$ cat config.mk
export PLATFORM = sky130hd
export DESIGN_NAME = seq_add_arbiter
export DESIGN_NICKNAME = d
export VERILOG_FILES = /design/src/rtl/seq_add_arbiter_pkg.sv /design/src/rtl/eight_bit_CLA.sv /design/src/rtl/seq_add_arbiter.sv
export SDC_FILE = /design/constraint.sdc
export NUM_CORES = 1
export LEC_CHECK = 0
export BUFFER_PORTS_ARGS = -buffer_cell sky130_fd_sc_hd__buf_2
export CORE_ASPECT_RATIO = 0.5
export CORE_MARGIN = 5
export CORE_UTILIZATION = 28
export DETAILED_ROUTE_END_ITERATION = 8
export GPL_TIMING_DRIVEN = 0
export PLACE_DENSITY = 0.51
export SLEW_MARGIN = 20
export SYNTH_ARGS = -nofsm -noshare
export SYNTH_HDL_FRONTEND = slang
export SYNTH_SLANG_ARGS = --single-unit
export TNS_END_PERCENT = 50
$ cat constraint.sdc
create_clock -name clock -period 7.6 [get_ports clock]
set_input_delay 0.38 -clock clock [delete_from_list [all_inputs] [get_ports clock]]
set_output_delay 0.38 -clock clock [all_outputs]
set_load 0.01 [all_outputs]
$ cat src/rtl/seq_add_arbiter_pkg.sv
// Shared types and sizing helpers for the byte-serial add/subtract arbiter.
package seq_add_arbiter_pkg;

  typedef enum logic [1:0] {
    IDLE = 2'd0,
    RUN  = 2'd1,
    DONE = 2'd2
  } state_t;

  localparam int SLICE_W = 8;

  // Number of byte slices needed for a given operand width.
  function automatic int slice_count(input int width);
    return width / SLICE_W;
  endfunction

  // Width of the slice counter (at least one bit).
  function automatic int cnt_width(input int width);
    int n;
    n = slice_count(width);
    return (n > 1) ? $clog2(n) : 1;
  endfunction

endpackage

$ cat src/rtl/eight_bit_CLA.sv
// 8-bit carry-lookahead adder slice with carry-in, carry-out and signed overflow.
module eight_bit_CLA (
  input  logic [7:0] A,
  input  logic [7:0] B,
  input  logic       Cin,
  output logic [7:0] S,
  output logic       Cout,
  output logic       overflow
);

  logic [7:0] g;
  logic [7:0] p;
  logic [8:0] c;
  logic       prod;

  // Expand every carry as a flat sum of generate terms gated by propagate chains.
  always_comb begin
    g    = A & B;
    p    = A ^ B;
    c    = '0;
    prod = 1'b0;
    c[0] = Cin;
    for (int i = 0; i < 8; i++) begin
      c[i+1] = g[i];
      prod   = p[i];
      for (int j = i - 1; j >= 0; j--) begin
        c[i+1] = c[i+1] | (prod & g[j]);
        prod   = prod & p[j];
      end
      c[i+1] = c[i+1] | (prod & Cin);
    end
  end

  assign S        = p ^ c[7:0];
  assign Cout     = c[8];
  assign overflow = c[8] ^ c[7];

endmodule

$ cat src/rtl/seq_add_arbiter.sv
// Two-requester round-robin front end feeding one shared 8-bit CLA slice that
// computes a WIDTH-bit add/subtract one byte per cycle.
//
// Handshake: a transfer happens on a rising clock edge where valid and ready
// are both high. reqN_ready is only high in IDLE for the granted requester and
// does not depend on anything the requester does after the handshake; rsp_valid
// stays high with rsp_* stable until a cycle where rsp_ready is also high.
module seq_add_arbiter
  import seq_add_arbiter_pkg::*;
#(
  parameter int WIDTH = 32
) (
  input  logic             clock,
  input  logic             reset,
  input  logic             req0_valid,
  output logic             req0_ready,
  input  logic [WIDTH-1:0] req0_a,
  input  logic [WIDTH-1:0] req0_b,
  input  logic             req0_sub,
  input  logic             req1_valid,
  output logic             req1_ready,
  input  logic [WIDTH-1:0] req1_a,
  input  logic [WIDTH-1:0] req1_b,
  input  logic             req1_sub,
  output logic             rsp_valid,
  input  logic             rsp_ready,
  output logic             rsp_id,
  output logic [WIDTH-1:0] rsp_sum,
  output logic             rsp_cout,
  output logic             rsp_ovf,
  output state_t           dbg_state
);

  localparam int NS    = slice_count(WIDTH);
  localparam int CNT_W = cnt_width(WIDTH);
  localparam logic [CNT_W-1:0] LAST_CNT = CNT_W'(NS - 1);

  state_t             state_q;
  state_t             state_d;
  logic               grant_valid;
  logic               grant_id;
  logic               accept;
  logic               last_q;
  logic [WIDTH-1:0]   a_q;
  logic [WIDTH-1:0]   b_q;
  logic               carry_q;
  logic [CNT_W-1:0]   cnt_q;
  logic [CNT_W+2:0]   lsb;
  logic               last_slice;
  logic [7:0]         slice_a;
  logic [7:0]         slice_b;
  logic [7:0]         slice_s;
  logic               slice_cout;
  logic               slice_ovf;

  assign dbg_state  = state_q;
  assign lsb        = {cnt_q, 3'b000};
  assign last_slice = (cnt_q == LAST_CNT);
  assign slice_a    = a_q[lsb +: SLICE_W];
  assign slice_b    = b_q[lsb +: SLICE_W];
  assign accept     = req0_ready | req1_ready;

  eight_bit_CLA u_slice (
    .A        (slice_a),
    .B        (slice_b),
    .Cin      (carry_q),
    .S        (slice_s),
    .Cout     (slice_cout),
    .overflow (slice_ovf)
  );

  // Round-robin choice: a lone requester wins; on contention the one not granted last wins.
  always_comb begin
    grant_valid = req0_valid | req1_valid;
    grant_id    = 1'b0;
    if (req0_valid && req1_valid) begin
      grant_id = ~last_q;
    end else if (req1_valid) begin
      grant_id = 1'b1;
    end
  end

  // State register.
  always_ff @(posedge clock or posedge reset) begin
    if (reset) begin
      state_q <= IDLE;
    end else begin
      state_q <= state_d;
    end
  end

  // Next-state logic.
  always_comb begin
    state_d = state_q;
    case (state_q)
      IDLE:    if (accept) state_d = RUN;
      RUN:     if (last_slice) state_d = DONE;
      DONE:    if (rsp_ready) state_d = IDLE;
      default: state_d = IDLE;
    endcase
  end

  // FSM outputs: ready to the granted requester in IDLE, response valid in DONE.
  always_comb begin
    req0_ready = 1'b0;
    req1_ready = 1'b0;
    if (!reset && state_q == IDLE && grant_valid) begin
      req0_ready = ~grant_id;
      req1_ready = grant_id;
    end
    rsp_valid = (state_q == DONE);
  end

  // Operand capture on handshake, then one byte per cycle through the shared slice.
  always_ff @(posedge clock or posedge reset) begin
    if (reset) begin
      a_q      <= '0;
      b_q      <= '0;
      carry_q  <= 1'b0;
      cnt_q    <= '0;
      last_q   <= 1'b1;
      rsp_id   <= 1'b0;
      rsp_sum  <= '0;
      rsp_cout <= 1'b0;
      rsp_ovf  <= 1'b0;
    end else if (accept) begin
      a_q     <= grant_id ? req1_a : req0_a;
      b_q     <= grant_id ? (req1_b ^ {WIDTH{req1_sub}}) : (req0_b ^ {WIDTH{req0_sub}});
      carry_q <= grant_id ? req1_sub : req0_sub;
      cnt_q   <= '0;
      rsp_id  <= grant_id;
      last_q  <= grant_id;
    end else if (state_q == RUN) begin
      rsp_sum[lsb +: SLICE_W] <= slice_s;
      carry_q                 <= slice_cout;
      cnt_q                   <= cnt_q + 1'b1;
      if (last_slice) begin
        rsp_cout <= slice_cout;
        rsp_ovf  <= slice_ovf;
      end
    end
  end

endmodule

==> impl_metrics.csv <==
group,metric,value,unit
detailed_routing,drt_iter0_drc,473,
logic_synthesis,synth_edf_count,0,
cts,hold_buffers,0,
detailed_routing,wl_met2,9380,um
logic_synthesis,ys_ff_latch,105,
timing,slew_headroom,44.98,%
setup_path,cp-end-kind,"flop",
global_route,grt_max_degree,73,
timing,rsz0062_at_grt,"no",
layout,final_cells,995,
cts,clk_path_buf_depth,2,
detailed_routing,met3_length,812,um
detailed_routing,highest_layer,"met4",
logic_synthesis,async_flop_share,100.0,%
cts,cts_resized,0,
logic_synthesis,yosysTopAreaCellShare,44.70,%
layout,design_area,7358,um2
cts,cts_buffers,9,
detailed_routing,antenna_left,0,
timing,worst_pin_slew,0.8253,ns
timing,hold_viol_final,0,
cts,post-cts-setup-buffers,0,
timing,period_share,51.61,%
setup_path,rr_worst_depth,8,
logic_synthesis,synth_top_cell_by_area,"dfrtp_1",
logic_synthesis,ys_seq_area_share,45.15,%
detailed_routing,wl_met1,9001,um
setup_path,arrival,4.14,ns
setup_path,cp_max_fo,10,
timing,setup_violations,0,
layout,syn2layout_area_growth,26.39,%
place,placed_cell_area,7057,um2
logic_synthesis,syn-num-nets,683,
flow_run,cap_violations,0,
power,total_power,3.305,mW
logic_synthesis,synth_area_per_cell,10.94,um2
cts,clock_sinks,105,
layout,finalCoreUtilization,35.88,%
layout,drive_above_1_share,32.36,%
cts,cts_root_buf,"clkbuf_16",
die,io_pins,175,
die,die_width,213.9,um
global_route,grt_pass1_wl,30170,um
detailed_routing,post_drt_wl_per_cell,19.65,um
timing,finalMaxSlewViolations,0,
global_route,overflow,0,
detailed_routing,vias_per_cell,5.040,
power,cellPowerDensity,449.1,nW/um2
logic_synthesis,synthesis.instances,532,
global_route,grt_pass1_vias,5229,
die,initial_core_util,28.39,%
timing,max_freq,0.2549,GHz
logic_synthesis,yosys.cell_count.top_type,"dfrtp_1",
global_route,antenna_found_initial,2,
setup_path,cp.required,7.82,ns
timing,post-route-min-period,3.923,ns
setup_path,r2r_end,"rsp_cout",
die,core_area,20510,um2
detailed_routing,dr.pass1.iters,5,
logic_synthesis,ys.flop_type,"dfrtp_1",
global_route,track_usage,16.17,%
die,dieArea,23950,um2
logic_synthesis,synthTopCellsByCount,"dfrtp_1, xnor2_1, nand2_1",
detailed_routing,num_vias,5015,
cts,htreeDepth,3,
logic_synthesis,yosys_warnings,0,
logic_synthesis,yosys-top-cells-area,"dfrtp_1, xnor2_1, mux4_2, a222oi_1, o221ai_1",
power,p_leak,3.497,nW
place,routabilityCongestion,0.8118,
setup_path,rrSetupSlack,3.68,ns
timing,setup_total_negative_slack,0,ns
timing,skew,0.007598,ns
cts,path_clk_slew,0.07,ns
place,dp_hpwl,15260,um
setup_path,rr_startpoint,"cnt_q[1]",
detailed_routing,routed_wl,19560,um
place,io_buffers,172,
detailed_routing,drc_errors,0,
power,vdd_drop_max,0.2119,mV
cts,clk_latency,0.35,ns
die,die_h,112.0,um
cts,cts_tree,"built",
place,dp.cells,978,
run_status,status,"finished clean",
die,fp-row-count,37,
logic_synthesis,yosysUniqueCellTypes,52,
setup_path,critPathLaunchType,"flop",
layout,final_nets,867,
logic_synthesis,synth_area,5822,um2
hold_path,hold_class,"in -> async",
setup_path,crit_type,"reg -> reg",
-- worst max-delay path, cell delays in order, from the launching register on --
cell	delay, ns
dfrtp_1	0.42
clkbuf_1	0.48
buf_1	0.69
mux4_2	0.45
ha_1	0.36
o21ai_0	0.48
o211ai_1	0.31
a41oi_1	0.43
o21ai_0	0.16
-- layout by cell type, fill, tap and decap left out, types with 16 or more instances in the layout --
master | synthesis | layout
a222oi_1 | 32 | 32
a22o_1 | 16 | 16
buf_2 | 14 | 186
clkbuf_1 | 18 | 19
dfrtp_1 | 104 | 104
inv_1 | 40 | 39
mux4_2 | 16 | 16
nand2_1 | 45 | 45
nor2_1 | 16 | 16
o221ai_1 | 32 | 32
xnor2_1 | 68 | 68
-- cells by family (layout without fill, tap and decap cells) --
group	count (synthesis)	count (layout)	synth area share, %
compound gates	137	137	19.82
simple gates	110	110	9.371
flops	105	105	45.15
buf+inv	79	267	5.523
xor+xnor	69	69	10.38
fa+ha+maj	16	16	3.568
mux	16	16	6.190
other cells	0	2	0
-- state kept, by name (all words and copies together) (netlist names) --
name and count:
carry_q 1, rsp_sum 32, cnt_q 2, b_q 32
dbg_state 2, rsp_cout 1, rsp_id 1, last_q 1
a_q 32, rsp_ovf 1
-- power breakdown --
| part | internal (mW) | switching [mW] | leakage, nW |
|---|---|---|---|
| clock | 0.263 | 0.206 | 0.138 |
| sequential | 0.803 | 0.161 | 1.35 |
| combinational | 0.712 | 1.16 | 2.01 |
| total | 1.78 | 1.53 | 3.50 |
-- final cells by class --
cell class	count	area [um2]
clock inverters	4	53.80
clock buffers	11	242.7
inverters	42	162.7
fillers	2083	13150
repair buffers	173	888.4
flip-flops and latches	105	2629
diodes	2	5.005
well taps	273	341.6
plain buffers	37	163.9
multi-input cells	348	2872
-- per-stage QoR --
stage / hold WS, ns / setup WS [ns]
detailed placement: 0.4144 / 3.718
global route: 0.05029 / 3.496
finish: 0.02840 / 3.677
CTS: 0.02832 / 3.700
global placement: 0.4675 / 2.949
floorplan: 0.4505 / 4.461
-- layer usage --
metal / track usage, % / vias to the layer above
met5: 0 / -
met4: 4.545 / 0
met3: 3.613 / 25
met2: 26.87 / 118
met1: 21.45 / 2496
li1: - / 2376
-- worst max-delay path by stage --
stage / startpoint / end / slack [ns] / cells past startpoint
after floorplan: reset / a_q[0] / 4.46 / 1
after global routing: cnt_q[0] / carry_q / 3.50 / 8
after detailed placement: cnt_q[1] / rsp_cout / 3.72 / 8
final: cnt_q[1] / rsp_cout / 3.68 / 8
after global placement: reset / a_q[18] / 2.95 / 2
after CTS: cnt_q[1] / rsp_cout / 3.70 / 8
Note: power is estimated with default switching activity, not from simulation.
